--- config.mk ---
export PLATFORM = sky130hd
export DESIGN_NAME = msdap_out_deser_flat
export DESIGN_NICKNAME = d
export VERILOG_FILES = /design/src/rtl/msdap_out_deser_pkg.sv /design/src/rtl/msdap_out_deser_if.sv /design/src/rtl/msdap_out_deser_pair_fifo.sv /design/src/rtl/msdap_out_deser.sv /design/src/flat_wrapper.sv
export SDC_FILE = /design/constraint.sdc
export NUM_CORES = 1
export LEC_CHECK = 0
export ABC_AREA = 1
export BUFFER_PORTS_ARGS = -buffer_cell sky130_fd_sc_hd__buf_2
export CORE_UTILIZATION = 44
export CTS_CLUSTER_DIAMETER = 80
export CTS_CLUSTER_SIZE = 28
export DETAILED_ROUTE_END_ITERATION = 6
export PLACE_DENSITY_LB_ADDON = 0.2
export SYNTH_ARGS = -nofsm -noshare
export SYNTH_HDL_FRONTEND = slang
export SYNTH_SLANG_ARGS = --single-unit
--- constraint.sdc ---
create_clock -name Sclk -period 1.6 [get_ports Sclk]
set_input_delay 0.16 -clock Sclk [delete_from_list [all_inputs] [get_ports Sclk]]
set_output_delay 0.16 -clock Sclk [all_outputs]
set_load 0.02 [all_outputs]
--- src/rtl/msdap_out_deser_pkg.sv ---
// Shared definitions for the MSDAP output deserializer.
//   - deser_state_e : deserializer FSM states
//   - WORD_W_DEF    : default serial word width (ALU accumulator width)
//   - SAT_POS/NEG   : 16-bit PCM saturation limits
//   - sat16()       : PCM extraction helper, present only with OUT_SAT16_EN
package msdap_out_pkg;

  localparam int unsigned WORD_W_DEF = 40;

  localparam logic [15:0] SAT_POS = 16'h7FFF;
  localparam logic [15:0] SAT_NEG = 16'h8000;

  typedef enum logic [1:0] {
    IDLE,
    SHIFT,
    DRAIN
  } deser_state_e;

`ifdef OUT_SAT16_EN
  // Bits [31:16] of a 40-bit result. The value fits in 16 bits only when
  // bits [39:31] are all copies of the sign; otherwise clamp by the sign.
  function automatic logic [15:0] sat16(input logic [39:0] w);
    if ((&w[39:31]) || (~|w[39:31])) begin
      return w[31:16];
    end
    return w[39] ? SAT_NEG : SAT_POS;
  endfunction
`endif

endpackage

--- src/rtl/msdap_out_deser_if.sv ---
// Parallel output handshake of the MSDAP output deserializer.
//   out_valid  : head of the pair FIFO holds a word pair
//   out_ready  : consumer accepts the head this cycle
//   out_data_L : left word at the FIFO head
//   out_data_R : right word at the FIFO head
// master = deserializer side, slave = consumer side.
interface msdap_out_deser_if
  import msdap_out_pkg::*;
#(
  parameter int unsigned WORD_W = WORD_W_DEF
);

  logic              out_valid;
  logic              out_ready;
  logic [WORD_W-1:0] out_data_L;
  logic [WORD_W-1:0] out_data_R;

  modport master (
    output out_valid,
    output out_data_L,
    output out_data_R,
    input  out_ready
  );

  modport slave (
    input  out_valid,
    input  out_data_L,
    input  out_data_R,
    output out_ready
  );

endinterface

--- src/rtl/msdap_out_deser_pair_fifo.sv ---
// Generic DEPTH x DW synchronous FIFO for completed L/R word pairs.
//   Sclk, Reset_n : clock, asynchronous active-low reset
//   push/push_data: write request and data
//   pop           : read request (ignored while empty)
//   full, empty   : occupancy flags
//   head          : head entry; while empty, the last popped entry
//   drop          : push rejected this cycle (full, no simultaneous pop)
module msdap_pair_fifo #(
  parameter int unsigned DEPTH = 4,
  parameter int unsigned DW    = 80
) (
  input  logic          Sclk,
  input  logic          Reset_n,
  input  logic          push,
  input  logic [DW-1:0] push_data,
  input  logic          pop,
  output logic          full,
  output logic          empty,
  output logic [DW-1:0] head,
  output logic          drop
);

  localparam int unsigned PW = $clog2(DEPTH);

  logic [PW:0]   wptr_q;
  logic [PW:0]   rptr_q;
  logic [DW-1:0] mem_q [DEPTH];
  logic          pop_ok;
  logic          push_ok;
  logic [PW-1:0] head_idx;

  assign empty   = (wptr_q == rptr_q);
  assign full    = (wptr_q[PW] != rptr_q[PW]) &&
                   (wptr_q[PW-1:0] == rptr_q[PW-1:0]);
  assign pop_ok  = pop && !empty;
  // A pop on the same edge frees the slot the push needs.
  assign push_ok = push && (!full || pop_ok);
  assign drop    = push && !push_ok;

  // While empty, point one slot back so the last popped pair stays visible.
  assign head_idx = empty ? (rptr_q[PW-1:0] - PW'(1)) : rptr_q[PW-1:0];
  assign head     = mem_q[head_idx];

  always_ff @(posedge Sclk or negedge Reset_n) begin
    if (!Reset_n) begin
      wptr_q <= '0;
      rptr_q <= '0;
      for (int unsigned i = 0; i < DEPTH; i++) begin
        mem_q[i] <= '0;
      end
    end else begin
      if (push_ok) begin
        mem_q[wptr_q[PW-1:0]] <= push_data;
        wptr_q                <= wptr_q + 1'b1;
      end
      if (pop_ok) begin
        rptr_q <= rptr_q + 1'b1;
      end
    end
  end

endmodule

--- src/rtl/msdap_out_deser.sv ---
// MSDAP serial output deserializer.
// Rebuilds WORD_W-bit left/right pairs from the MSDAP serial stream
// (OutReady qualifies OutputL/OutputR, MSB first), queues them in a
// DEPTH-entry pair FIFO and presents them over a valid/ready interface.
//   Sclk, Reset_n      : clock, asynchronous active-low reset
//   OutReady           : serial frame qualifier
//   OutputL, OutputR   : serial data bits
//   out_if (master)    : out_valid/out_ready/out_data_L/out_data_R
//   frame_err          : sticky, short or long frame seen
//   ovf_err            : sticky, completed pair dropped on a full FIFO
//   err_clr            : synchronous clear of both sticky flags
//   out_pcm_L/R        : saturated 16-bit PCM of the head (OUT_SAT16_EN only)
// Optional feature macro: OUT_SAT16_EN.
module msdap_out_deser
  import msdap_out_pkg::*;
#(
  parameter int unsigned WORD_W = WORD_W_DEF,
  parameter int unsigned DEPTH  = 4
) (
  input  logic                     Sclk,
  input  logic                     Reset_n,
  input  logic                     OutReady,
  input  logic                     OutputL,
  input  logic                     OutputR,
  msdap_out_deser_if.master        out_if,
  input  logic                     err_clr,
  output logic                     frame_err,
  output logic                     ovf_err
`ifdef OUT_SAT16_EN
  ,
  output logic [15:0]              out_pcm_L,
  output logic [15:0]              out_pcm_R
`endif
);

  localparam int unsigned CW = $clog2(WORD_W + 1);

  deser_state_e      state_q;
  logic [CW-1:0]     cnt_q;
  logic [WORD_W-1:0] sr_l_q;
  logic [WORD_W-1:0] sr_r_q;
  logic              push_q;
  logic              armed_q;
  logic              drain_flag_q;
  logic              frame_err_q;
  logic              ovf_err_q;

  logic              frame_set_d;
  logic              fifo_full;
  logic              fifo_empty;
  logic              fifo_drop;
  logic              fifo_pop;
  logic [2*WORD_W-1:0] fifo_head;
  logic [WORD_W-1:0] head_l;
  logic [WORD_W-1:0] head_r;

  // Errors: OutReady falling mid-word, or the first bit beyond a full word.
  always_comb begin
    frame_set_d = 1'b0;
    if ((state_q == SHIFT) && !OutReady) begin
      frame_set_d = 1'b1;
    end
    if ((state_q == DRAIN) && OutReady && !drain_flag_q) begin
      frame_set_d = 1'b1;
    end
  end

  always_ff @(posedge Sclk or negedge Reset_n) begin
    if (!Reset_n) begin
      state_q      <= IDLE;
      cnt_q        <= '0;
      sr_l_q       <= '0;
      sr_r_q       <= '0;
      push_q       <= 1'b0;
      armed_q      <= 1'b0;
      drain_flag_q <= 1'b0;
      frame_err_q  <= 1'b0;
      ovf_err_q    <= 1'b0;
    end else begin
      push_q <= 1'b0;
      // After reset a frame already in flight is skipped: capture only
      // starts once OutReady has been seen low.
      if (!OutReady) begin
        armed_q <= 1'b1;
      end

      case (state_q)
        IDLE: begin
          if (OutReady && armed_q) begin
            sr_l_q  <= {sr_l_q[WORD_W-2:0], OutputL};
            sr_r_q  <= {sr_r_q[WORD_W-2:0], OutputR};
            cnt_q   <= CW'(1);
            state_q <= SHIFT;
          end
        end
        SHIFT: begin
          if (OutReady) begin
            sr_l_q <= {sr_l_q[WORD_W-2:0], OutputL};
            sr_r_q <= {sr_r_q[WORD_W-2:0], OutputR};
            cnt_q  <= cnt_q + 1'b1;
            if (cnt_q == CW'(WORD_W - 1)) begin
              // Shift registers are frozen in DRAIN, so the pair is still
              // intact when the FIFO write happens on the next edge.
              push_q  <= 1'b1;
              state_q <= DRAIN;
            end
          end else begin
            cnt_q   <= '0;
            state_q <= IDLE;
          end
        end
        DRAIN: begin
          if (OutReady) begin
            drain_flag_q <= 1'b1;
          end else begin
            drain_flag_q <= 1'b0;
            cnt_q        <= '0;
            state_q      <= IDLE;
          end
        end
        default: begin
          state_q <= IDLE;
        end
      endcase

      frame_err_q <= frame_set_d | (frame_err_q & ~err_clr);
      ovf_err_q   <= fifo_drop   | (ovf_err_q & ~err_clr);
    end
  end

  assign fifo_pop = !fifo_empty && out_if.out_ready;

  msdap_pair_fifo #(
    .DEPTH (DEPTH),
    .DW    (2 * WORD_W)
  ) u_fifo (
    .Sclk      (Sclk),
    .Reset_n   (Reset_n),
    .push      (push_q),
    .push_data ({sr_l_q, sr_r_q}),
    .pop       (fifo_pop),
    .full      (fifo_full),
    .empty     (fifo_empty),
    .head      (fifo_head),
    .drop      (fifo_drop)
  );

  assign head_l = fifo_head[2*WORD_W-1:WORD_W];
  assign head_r = fifo_head[WORD_W-1:0];

  assign out_if.out_valid  = !fifo_empty;
  assign out_if.out_data_L = head_l;
  assign out_if.out_data_R = head_r;
  assign frame_err         = frame_err_q;
  assign ovf_err           = ovf_err_q;

`ifdef OUT_SAT16_EN
  assign out_pcm_L = fifo_empty ? '0 : sat16(head_l[39:0]);
  assign out_pcm_R = fifo_empty ? '0 : sat16(head_r[39:0]);
`endif

  // fifo_full is kept for visibility; drop already covers the full case.
  logic unused_full;
  assign unused_full = fifo_full;

endmodule
--- src/flat_wrapper.sv ---
// flat-port wrapper written by rule: the top's interface ports become plain ports
module msdap_out_deser_flat import msdap_out_pkg::*;
#(
  parameter int unsigned WORD_W = WORD_W_DEF,
  parameter int unsigned DEPTH  = 4
)
  (Sclk, Reset_n, OutReady, OutputL, OutputR, err_clr, frame_err, ovf_err, out_if_out_valid, out_if_out_data_L, out_if_out_data_R, out_if_out_ready);
  msdap_out_deser_if #(.WORD_W(WORD_W)) out_if_i ();
  input  logic Sclk;
  input  logic Reset_n;
  input  logic OutReady;
  input  logic OutputL;
  input  logic OutputR;
  input  logic err_clr;
  output logic frame_err;
  output logic ovf_err;
  output wire logic [$bits(out_if_i.out_valid)-1:0] out_if_out_valid;
  output wire logic [$bits(out_if_i.out_data_L)-1:0] out_if_out_data_L;
  output wire logic [$bits(out_if_i.out_data_R)-1:0] out_if_out_data_R;
  input wire logic [$bits(out_if_i.out_ready)-1:0] out_if_out_ready;
  assign out_if_out_valid = out_if_i.out_valid;
  assign out_if_out_data_L = out_if_i.out_data_L;
  assign out_if_out_data_R = out_if_i.out_data_R;
  assign out_if_i.out_ready = out_if_out_ready;
  msdap_out_deser #(.WORD_W(WORD_W), .DEPTH(DEPTH)) u_core (.Sclk(Sclk), .Reset_n(Reset_n), .OutReady(OutReady), .OutputL(OutputL), .OutputR(OutputR), .out_if(out_if_i), .err_clr(err_clr), .frame_err(frame_err), .ovf_err(ovf_err));
endmodule
# ---- After elaboration in Yosys (flattened, before gate mapping)
# Cells that the tools add are included.
dict set report op_classes {
  add_sub_neg 4
  multipliers 0
  n_div 0
  magnitude_cmp 3
  eq_ne 10
  shifts 0
  n_mux 28
  bitwise 7
  n_reduce_logical 22
}
# cell n
set op_table {}
lappend op_table {{$bwmux 320} 1}
lappend op_table {{$mux 80} 3}
lappend op_table {{$bmux 80 s2} 1}
lappend op_table {{$demux 80 s2} 1}
lappend op_table {{$mux 40} 4}
lappend op_table {{$pmux 40 s2} 2}
lappend op_table {{$mux 6} 3}
lappend op_table {{$pmux 6 s3} 1}
lappend op_table {{$logic_and 1x1->1} 10}
lappend op_table {{$mux 2} 5}
lappend op_table {{$reduce_and 3->1} 3}
lappend op_table {{$add 3x1->3 const B} 2}
lappend op_table {{$add 6x1->6 const B} 1}
lappend op_table {{$eq 6x6->1 const B} 1}
lappend op_table {{$ge 3x3->1 const B} 2}
lappend op_table {{$mux 1} 6}
lappend op_table {{$not 2->3} 2}
lappend op_table {{$pmux 2 s3} 1}
lappend op_table {{$logic_not 1->1} 5}
lappend op_table {{$ne 2x2->1 const B} 2}
lappend op_table {{$eq 3x3->1} 1}
lappend op_table {{$lt 3x1->1 const B} 1}
lappend op_table {{$ne 3x3->1 const B} 1}
lappend op_table {{$reduce_bool 3->1} 1}
lappend op_table {{12 further kinds} 14}
dict set report totals {
  register_bits 419
  latch_bits 0
  mem_bits_rw 0
  rom_bits 0
  output_inout_bits 83
  n_memories 0
}

# ---- Depth between registers and ports, before layout
# Gate-level depths: netlist (run 1).
dict set report depth {
  ltp_word 9
  depth_mapped 12
  depth_no_buf 10
}

# ---- Modules after synthesis
# A second synthesis (run 1) with hierarchy kept.
dict set report unflattened {
  hier_cells 2419
  area_unflattened_um2 19894.1
}
# module instances cells_per_inst area_each_um2 seq_area_each_um2
set modules_own_cells {}
lappend modules_own_cells {msdap_pair_fifo 1 2034 15972.8 8157.8}
lappend modules_own_cells {msdap_out_deser 1 385 3921.3 2327.2}

# ---- Worst setup path before layout (run 1)
# OpenSTA, ideal clock, no wires.
dict set report synth_timing {
  path_type {reg2out}
  startpoint {register u_core.u_fifo.wptr_q[1]}
  endpoint {output port out_if_out_data_L[10]}
  arrival_time_ps 1693
  t_required_ps 1440
  setup_slack_ps -253
  stages_incl_launch_ff 9
  n_path_buf 1
  path_cell_list {dfrtp_1 -> inv_1 -> nand2_1 -> nand2_1 -> nand3_4 -> o21ai_2 -> buf_1 -> nand3_1 -> nand2_1}
}
dict set report synth_via {
  elab_chain_cells 6
}
# element line_no
set synth_rtl {}
lappend synth_rtl {{from (decl)} msdap_out_deser_pair_fifo.sv:25} ;# logic [PW:0] wptr_q;
lappend synth_rtl {{from (signal assigned)} msdap_out_deser_pair_fifo.sv:54} ;# wptr_q <= wptr_q + 1'b1;
lappend synth_rtl {{$eq 3x3->1} msdap_out_deser_pair_fifo.sv:32} ;# assign empty = (wptr_q == rptr_q);
lappend synth_rtl {{$mux 2} msdap_out_deser_pair_fifo.sv:41} ;# assign head_idx = empty ? (rptr_q[PW-1:0] - PW'(1)) : rptr_q[PW-1:0];
lappend synth_rtl {{$not 2->3 (implied by the code)} msdap_out_deser_pair_fifo.sv:42} ;# assign head = mem_q[head_idx];
lappend synth_rtl {{$bmux 80 s2} msdap_out_deser_pair_fifo.sv:42}
lappend synth_rtl {{$mux 80 (implied by the code) (2 in series)} msdap_out_deser_pair_fifo.sv:42}
lappend synth_rtl {{to (decl)} flat_wrapper.sv:18} ;# output wire logic [$bits(out_if_i.out_data_L)-1:0] out_if_out_data_L;
# Every way passes these cells. The select of a mux whose other input is x is not followed.

# ---- Final worst setup path (run 1)
dict set report layout_timing {
  startpoint {register u_core.u_fifo.rptr_q[0]}
  endpoint {output port out_if_out_data_R[7]}
}
dict set report layout_via {
  elab_chain_cells 6
  word_cells_on_any_way 7
}
# element line_no
set layout_rtl {}
lappend layout_rtl {{from (decl)} msdap_out_deser_pair_fifo.sv:26} ;# logic [PW:0] rptr_q;
lappend layout_rtl {{from (signal assigned)} msdap_out_deser_pair_fifo.sv:57} ;# rptr_q <= rptr_q + 1'b1;
lappend layout_rtl {{$sub 2x1->2 / $eq 3x3->1 (equally long branches)} {msdap_out_deser_pair_fifo.sv:41, msdap_out_deser_pair_fifo.sv:32}}
lappend layout_rtl {{$mux 2 *} msdap_out_deser_pair_fifo.sv:41}
lappend layout_rtl {{$not 2->3 (implied by the code) *} msdap_out_deser_pair_fifo.sv:42}
lappend layout_rtl {{$bmux 80 s2 *} msdap_out_deser_pair_fifo.sv:42}
lappend layout_rtl {{$mux 80 (implied by the code) * (2 in series)} msdap_out_deser_pair_fifo.sv:42}
lappend layout_rtl {{to (decl)} flat_wrapper.sv:19} ;# output wire logic [$bits(out_if_i.out_data_R)-1:0] out_if_out_data_R;
# Mark *: on every way between the ends. The rest lies on a longest branch, timed or not. The select of a mux whose other input is x is not followed.

==> results of run 1 <==
worst max path at each step:
stage	slack, ps	start	depth (start not counted)	end
2_1_floorplan	-120	u_core.u_fifo.rptr_q[0]$_DFFE_PN0P_	8	out_if_out_data_L[19]
3_3_place_gp	-430	u_core.u_fifo.wptr_q[2]$_DFFE_PN0P_	10	out_if_out_data_L[35]
3_5_place_dp	-460	u_core.u_fifo.wptr_q[2]$_DFFE_PN0P_	10	out_if_out_data_L[35]
4_1_cts	-1050	u_core.u_fifo.rptr_q[0]$_DFFE_PN0P_	9	out_if_out_data_R[23]
5_1_grt	-1140	u_core.u_fifo.rptr_q[0]$_DFFE_PN0P_	9	out_if_out_data_R[3]
6_report	-1060	u_core.u_fifo.rptr_q[0]$_DFFE_PN0P_	9	out_if_out_data_R[7]
worst register-to-register path: stages (launching register included):
cell and delay, ps:
dfrtp_1 410, inv_2 50, nand2_1 80, nand2_2 110, buf_4 160, nor2_1 70, nand3_1 140, nand2_1 120
buf_6 170, inv_8 90, nand2_8 150, buf_12 210, nand2_1 90, nand2_1 70
power by group:
group          leakage, nW  internal [mW]  switching [mW]
clock network        0.508           3.75            4.66
registers             5.64           11.8            1.90
logic                 7.53           10.5            14.3
layer usage:
metal | GRT usage, % | vias to the layer above | part of all wire, %
li1 | - | 8869 | -
met1 | 36.8 | 9264 | 44
met2 | 42.6 | 603 | 48
met3 | 2.36 | 100 | 5.9
met4 | 6.78 | 0 | 2.2
met5 | 0 | - | 0
final cells by class:
class	instances	area, sq um
inverter	384	1460
multi-input combinational	1775	8790
timing repair inverter	1	11.3
clock buffer	31	732
tap	607	759
clock inverter	21	337
fill	4324	20400
timing repair buffer	252	3500
sequential	419	10500
stage by stage:
stage	total power [mW]	worst slack (ps)	TNS, ps	area [sq um]	util [%]
after detailed placement	32.9	-458	-157780	23100	49.8
final	46.8	-1060	-182360	26100	56.1
after global routing	49.3	-1140	-232680	26100	56.1
after global placement	32.6	-426	-143480	23100	49.8
after CTS	43.8	-1050	-181950	24900	53.5
after floorplan	25.4	-116	-8790	21100	-
what timing repair did:
| item | CTS | global route |
|---|---|---|
| pin swaps | 7 | 39 |
| hold buffers | 6 | 0 |
| hold endpoints to repair | 430 | 0 |
| setup endpoints to repair | 430 | 489 |
| buffers inserted | 10 | 5 |
| resized for setup | 106 | 173 |
| gates cloned | 5 | 18 |
state kept, by name, indices dropped and copies added (netlist names), 2 cells and up:
| register | flops |
|---|---|
| u_core.sr_r_q | 40 |
| u_core.sr_l_q | 40 |
| u_core.u_fifo.mem_q | 320 |
| u_core.state_q | 2 |
| u_core.u_fifo.rptr_q | 3 |
| u_core.cnt_q | 6 |
| u_core.u_fifo.wptr_q | 3 |
cells by family after synthesis:
logic type	Yosys count
AND/OR/NAND/NOR	1664
AO/OA/AOI/OAI	96
flip-flops	419
buffers and inverters	579
adder cells (fa/ha/maj)	11
XOR/XNOR	4
cell usage in the layout, fill, tap and decap left out, drive strengths merged, types with 11 or more instances in the layout:
master  count
nand2     881
buf       230
o21ai      50
nor2       49
inv       399
a21oi      42
nand3     728
ha         11
dfrtp     419
clkbuf     47
==> summary.md, run 1 <==
| Metric | Value |
|---|---|
| Status | `finished, violations left` |
| Violated checks | `setup timing` |
| Compound-Gate Fraction of Synth Area | `under 10%` |
| Vias in the first global route | `~18,000` |
| Top-count cell post-synth | `nand2_1` |
| Worst EP required | `1440 ps` |
| Post-Synth Simple-Gate Area | `34.8%` |
| P_leak | `roughly 14 nW` |
| Slew Viols, Final | `0` |
| CP Class | `register to output port` |
| Most common cell on crit path | `buf_12` |
| Worst flop-to-flop path startpoint | `u_core.u_fifo.wptr_q[2]$_DFFE_PN0P_` |
| Count of endpoints failing setup in the final report | `around 430` |
| Gr ovfl total | `0` |
| CP Cell Sequence | `buf_12, ha_4, inv_4, o21ai_4, buf_12, clkbuf_16, nand3_2, nand2_2, buf_6` |
| Layout net count | `approximately 2,900` |
| Area of the die | `around 0.048 sq mm` |
| DRC | `0` |
| Nature of the critical path startpoint | `register` |
| Sequential-to-total area share from yosys stat | `50.7%` |
| Post-synth top area share | `between 50 and 60%` |
| CP arrival | `between 2000 and 3000 ps` |
| Later-pin clock latency in the skew report | `slightly above 600 ps` |
| Largest family of logic cells by synthesized area | `simple AND/OR/NAND/NOR gates` |
| Port Buffer Count | `89` |
| CTS Sinks | `~420` |
| XOR/XNOR Fraction of Synth Area | `0.206%` |
| Post-Syn Nets | `approximately 2,800` |
| CP Max Fanout | `9` |
| First-pass GRT wire length | `between 90,000 and 100,000 microns` |
| DR WL/cell | `~19 microns` |
| Mux contribution to synthesized area | `0%` |
| Final ANT Viol Nets | `0` |
| PwrDens | `1800 mW/mm^2` |
| Top delay family on crit path | `buffers and inverters` |
| Number of antenna diodes | `0` |
| YS warnings | `0` |
| Hold Fails Final Rpt | `0` |
| Synth async-reset ratio | `100%` |
| Syn_area_per_cell | `around 7.5 sq um` |
| Period minus WS final | `2660 ps` |
| Post-synth top cells | `nand2_1 (875), nand3_1 (727), dfrtp_1 (419), inv_1 (382), buf_2 (85)` |
| CP Capture Type | `output port` |
| Routed wire length | `roughly 65,000 microns` |
| CTS tree | `done` |
| Achievable Freq | `around 0.38 GHz` |
| Post-Synthesis Cells | `2,773` |
| RD Place Congestion | `approximately 0.83` |
| Hold crit path type | `primary input to async pin` |
| Yosys top cell by area | `dfrtp_1` |
| Layout cell share with drive strength beyond 1 | `17.5%` |
| Post-synthesis adder-cell area fraction | `less than 1%` |
| Via count | `18,800` |
| Synthesis-to-layout area growth | `26.1%` |
| Die width | `219 microns` |
| DP HPWL | `36,600 microns` |
| Die Y | `about 220 microns` |
| Cell count of the worst reg-to-reg path | `13` |
| Largest stage delay, worst path | `about 480 ps` |
| Starting Density | `roughly 45%` |
| Peak supply drop | `approximately 0.0015 V` |
| Via density per instance | `about 5.4` |
| Final critical-path share of the clock period | `166%` |
| Num ports | `90` |
| Initial antenna violation count | `0` |
| DP Cell Count | `about 3,400` |
| RSZ-0062 raised after global routing | `yes` |
| Top_reg_cell synth | `dfrtp_1` |
| 1st-iter DRT viols | `~1,800` |
| Slew HR | `69.5%` |
| Max Cap Viol | `0` |
| Synthesized cell area | `0.0207 sq mm` |
| Root Buffer | `clkbuf_16` |
| CTS Buf Count | `28` |
| Synth unique cells | `26` |
| Largest net degree at the start of global routing | `73` |
| CP bufs+invs | `5` |
| Worst reg2reg setup slack | `-370 ps` |
| Worst Skew | `about 53 ps` |
| Core Region | `around 0.046 sq mm` |
| Cell Rows | `79` |
| Number of enable flip-flop cells after synthesis | `0` |
| Max Buffers Root-to-Sink | `3` |
| Fin worst setup slack | `-1060 ps` |
| Total Routing Usage GR | `between 20 and 30%` |
| Crit-path slowest cell | `dfrtp_2` |
| Top cells by area, synth | `dfrtp_1 (51%), nand3_1 (18%), nand2_1 (16%)` |
| Critical R2R Capture | `u_core.u_fifo.mem_q[11]$_DFFE_PN0P_` |
| DRT Pass-1 Iters | `5` |
| H-tree depth reported by CTS | `1` |
| Seq cells post-synth | `~420` |
| Clk slew on worst S/H paths | `between 100 and 150 ps` |
| WHS | `67.1 ps` |
| Slew @ Worst Pin | `458 ps` |
| Finished Layout Cells | `around 3,500` |
Note: power is estimated with default switching activity, not from simulation.
==> inputs of run 2 (changes only) <==
--- a/config.mk
+++ b/config.mk
@@ -12,6 +12,7 @@
 export CTS_CLUSTER_SIZE = 28
 export DETAILED_ROUTE_END_ITERATION = 6
 export PLACE_DENSITY_LB_ADDON = 0.2
+export RECOVER_POWER = 50
 export SYNTH_ARGS = -nofsm -noshare
 export SYNTH_HDL_FRONTEND = slang
 export SYNTH_SLANG_ARGS = --single-unit
==> constraint.sdc (replaced) <==
create_clock -name Sclk -period 1.6 [get_ports Sclk]
set_input_delay 0.16 -clock Sclk [delete_from_list [all_inputs] [get_ports Sclk]]
set_output_delay 0.16 -clock Sclk [all_outputs]
set_load 0.05 [all_outputs]
==> run 2 against run 1 <==
  * Worst hold slack got worse by 47 ps
  * Critical endpoint is now out_if_out_data_L[13]
  * Cell count rose by 0.80%
  * Global-route usage rose by 0.80 points
  * The flow still finishes with violations (setup timing)
  * Count of clock-buffer cells in the layout fell by 3
  * Sequential power barely moved
==> summary.md, run 2 (synthesis gave the netlist of run 1 again) <==
| Metric | Value |
|---|---|
| Cell Rows | `79 (unchanged)` |
| CTS tree | `done (unchanged)` |
| Initial antenna violation count | `1 (was 0)` |
| Status | `finished, violations left (unchanged)` |
| Slew HR | `31.4% (was 69.5%)` |
| Num ports | `90 (unchanged)` |
| Layout fillers | `4,056 (was 4,324)` |
| Largest net degree at the start of global routing | `101 (was 73)` |
| Fin worst setup slack | `-1050 ps (was -1060 ps)` |
| First-pass GRT wire length | `101,000 microns (was 99,100 microns)` |
| Count of endpoints failing setup in the final report | `523 (was 433)` |
| Final critical-path share of the clock period | `166% (about the same)` |
| Worst Skew | `27.3 ps (was 52.9 ps)` |
| Via density per instance | `5.45 (was 5.40)` |
| Final core occ | `58.4% (was 56.1%)` |
| CTS Buf Count | `24 (was 28)` |
| Area of the die | `0.0479 sq mm (unchanged)` |
| Slew Viols, Final | `0 (unchanged)` |
| CP arrival | `2490 ps (was 2500 ps)` |
| Max FFs per register | `320 (unchanged)` |
| Layout net count | `2,912 (was 2,879)` |
| WHS | `20.2 ps (was 67.1 ps)` |
| P_leak | `14.0 nW (was 13.7 nW)` |
| Clk slew on worst S/H paths | `100 ps (was 110 ps)` |
| Gr ovfl total | `0 (unchanged)` |
| DR WL/cell | `19.2 microns (was 18.5 microns)` |
| Pre-CTS setup slack | `-607 ps (was -458 ps)` |
| Number of antenna diodes | `0 (unchanged)` |
| Slew @ Worst Pin | `1030 ps (was 458 ps)` |
| Violated checks | `setup timing (unchanged)` |
| RD Place Congestion | `0.857 (was 0.825)` |
| Max Cap Viol | `0 (unchanged)` |
| DP HPWL | `36,200 microns (was 36,600 microns)` |
| Biggest register | `u_core.u_fifo.mem_q (unchanged)` |
| Setup TNS | `-148,480 ps (was -182,360 ps)` |
| Top flop regs | `u_core.u_fifo.mem_q (320), u_core.sr_l_q (40), u_core.sr_r_q (40) (unchanged)` |
| Hold Fails Final Rpt | `0 (unchanged)` |
| Final ANT Viol Nets | `0 (unchanged)` |
| Synthesis-to-layout area growth | `31.2% (was 26.1%)` |
| Die width | `219 microns (unchanged)` |
| Period minus WS final | `2650 ps (was 2660 ps)` |
| Routed wire length | `67,600 microns (was 64,700 microns)` |
| Nature of the critical path startpoint | `register (unchanged)` |
| Peak supply drop | `0.00184 V (was 0.00148 V)` |
| Max Buffers Root-to-Sink | `3 (unchanged)` |
| CP Max Fanout | `7 (was 9)` |
| CTS Sinks | `419 (unchanged)` |
| 1st-iter DRT viols | `1,886 (was 1,834)` |
| Via count | `19,200 (was 18,800)` |
| DRT Pass-1 Iters | `5 (unchanged)` |
| Root Buffer | `clkbuf_16 (unchanged)` |
| H-tree depth reported by CTS | `1 (unchanged)` |
| Most common cell after layout, fill and taps aside | `nand2_1 (unchanged)` |
| Achievable Freq | `0.377 GHz (was 0.376 GHz)` |
| RSZ-0062 raised after global routing | `yes (unchanged)` |
| Vias in the first global route | `18,300 (was 18,000)` |
| Most frequent cells in the layout | `nand2_1 (788), nand3_1 (626), dfrtp_1 (416) (was nand2_1 (791), nand3_1 (630), dfrtp_1 (417))` |
| Core Region | `0.0465 sq mm (unchanged)` |
| DRC | `0 (unchanged)` |
| Starting Density | `44.5% (unchanged)` |
| Post-placement cell area | `0.0232 sq mm (was 0.0231 sq mm)` |
| Die Y | `219 microns (unchanged)` |
| Layout cell share with drive strength beyond 1 | `18.4% (was 17.5%)` |
| Worst EP required | `1440 ps (about the same)` |
| Port Buffer Count | `89 (unchanged)` |
| Total Routing Usage GR | `26.7% (was 25.9%)` |
| Later-pin clock latency in the skew report | `580 ps (was 620 ps)` |
| Fin area | `0.0271 sq mm (was 0.0261 sq mm)` |
| CP Capture Type | `output port (unchanged)` |
| PwrDens | `2020 mW/mm^2 (was 1800 mW/mm^2)` |
| Hold crit path type | `primary input to register (was primary input to async pin)` |
| CP Class | `register to output port (unchanged)` |
run 2: cell types whose count changed in the layout (fill, tap and decap cells not counted), sizes merged:
cell and delta:
buf +30, clkbuf +5, clkinv -2, clkinvlp -1, inv -4
run 2: stage by stage:
stage	cells	power, mW
2_1_floorplan	2773	29.3
3_3_place_gp	3405	36.9
3_5_place_dp	3405	37.2
4_1_cts	3485	52.0
5_1_grt	3518	57.2
6_report	3518	54.8
run 2: final timing paths:
path                                                       from                                    to  slack [ps]  cells after the start
setup reg to reg            u_core.u_fifo.wptr_q[2]$_DFFE_PN0P_  u_core.u_fifo.mem_q[292]$_DFFE_PN0P_        -250                     11
max in group asynchronous                               Reset_n   u_core.u_fifo.rptr_q[1]$_DFFE_PN0P_        -100                      4
setup / recovery            u_core.u_fifo.rptr_q[0]$_DFFE_PN0P_                 out_if_out_data_L[13]       -1050                     10
hold reg to reg            u_core.u_fifo.mem_q[138]$_DFFE_PN0P_  u_core.u_fifo.mem_q[138]$_DFFE_PN0P_         480                      2
min in group asynchronous                               Reset_n  u_core.u_fifo.mem_q[317]$_DFFE_PN0P_         530                      3
hold / removal                                 out_if_out_ready   u_core.u_fifo.rptr_q[2]$_DFFE_PN0P_          20                      4
run 2: metal layers:
layer	track usage (%)	share of wire, %	vias to the layer above
li1	-	-	8918
met1	37.9	43	9407
met2	43.5	47	745
met3	2.67	6.8	98
met4	7.64	2.3	2
met5	0	0.013	-
run 2: layout make-up:
type                       instances  area [sq um]  area share, %
tap                              607           759           2.80
inverter                         384          1470           5.42
timing repair buffer             290          4270           15.7
clock inverter                    15           178          0.655
multi-input combinational       1775          9320           34.3
clock buffer                      28           647           2.38
sequential                       419         10500           38.7
run 2: power breakdown:
| part | internal [mW] | switching [mW] | leakage (nW) |
|---|---|---|---|
| Combinational | 13.5 | 20.4 | 7.92 |
| Clock | 3.15 | 4.11 | 0.406 |
| Sequential | 11.8 | 1.92 | 5.64 |
run 2: timing repair:
item                                   4_1_cts  5_1_grt
setup endpoints to repair                  473      489
buffers inserted                            20       12
endpoints found under the hold margin      426        0
gates resized for setup                    359      116
pin swaps                                   56       52
hold buffers                                 6        0
gates cloned                                11       22
run 2: worst max-delay path: stages, from the launching register on:
cell,delay [ps]
dfrtp_2,460
buf_12,140
ha_4,280
inv_4,40
o21ai_4,180
buf_6,160
buf_12,150
buf_16,160
nand3_2,90
nand2_2,100
buf_8,150
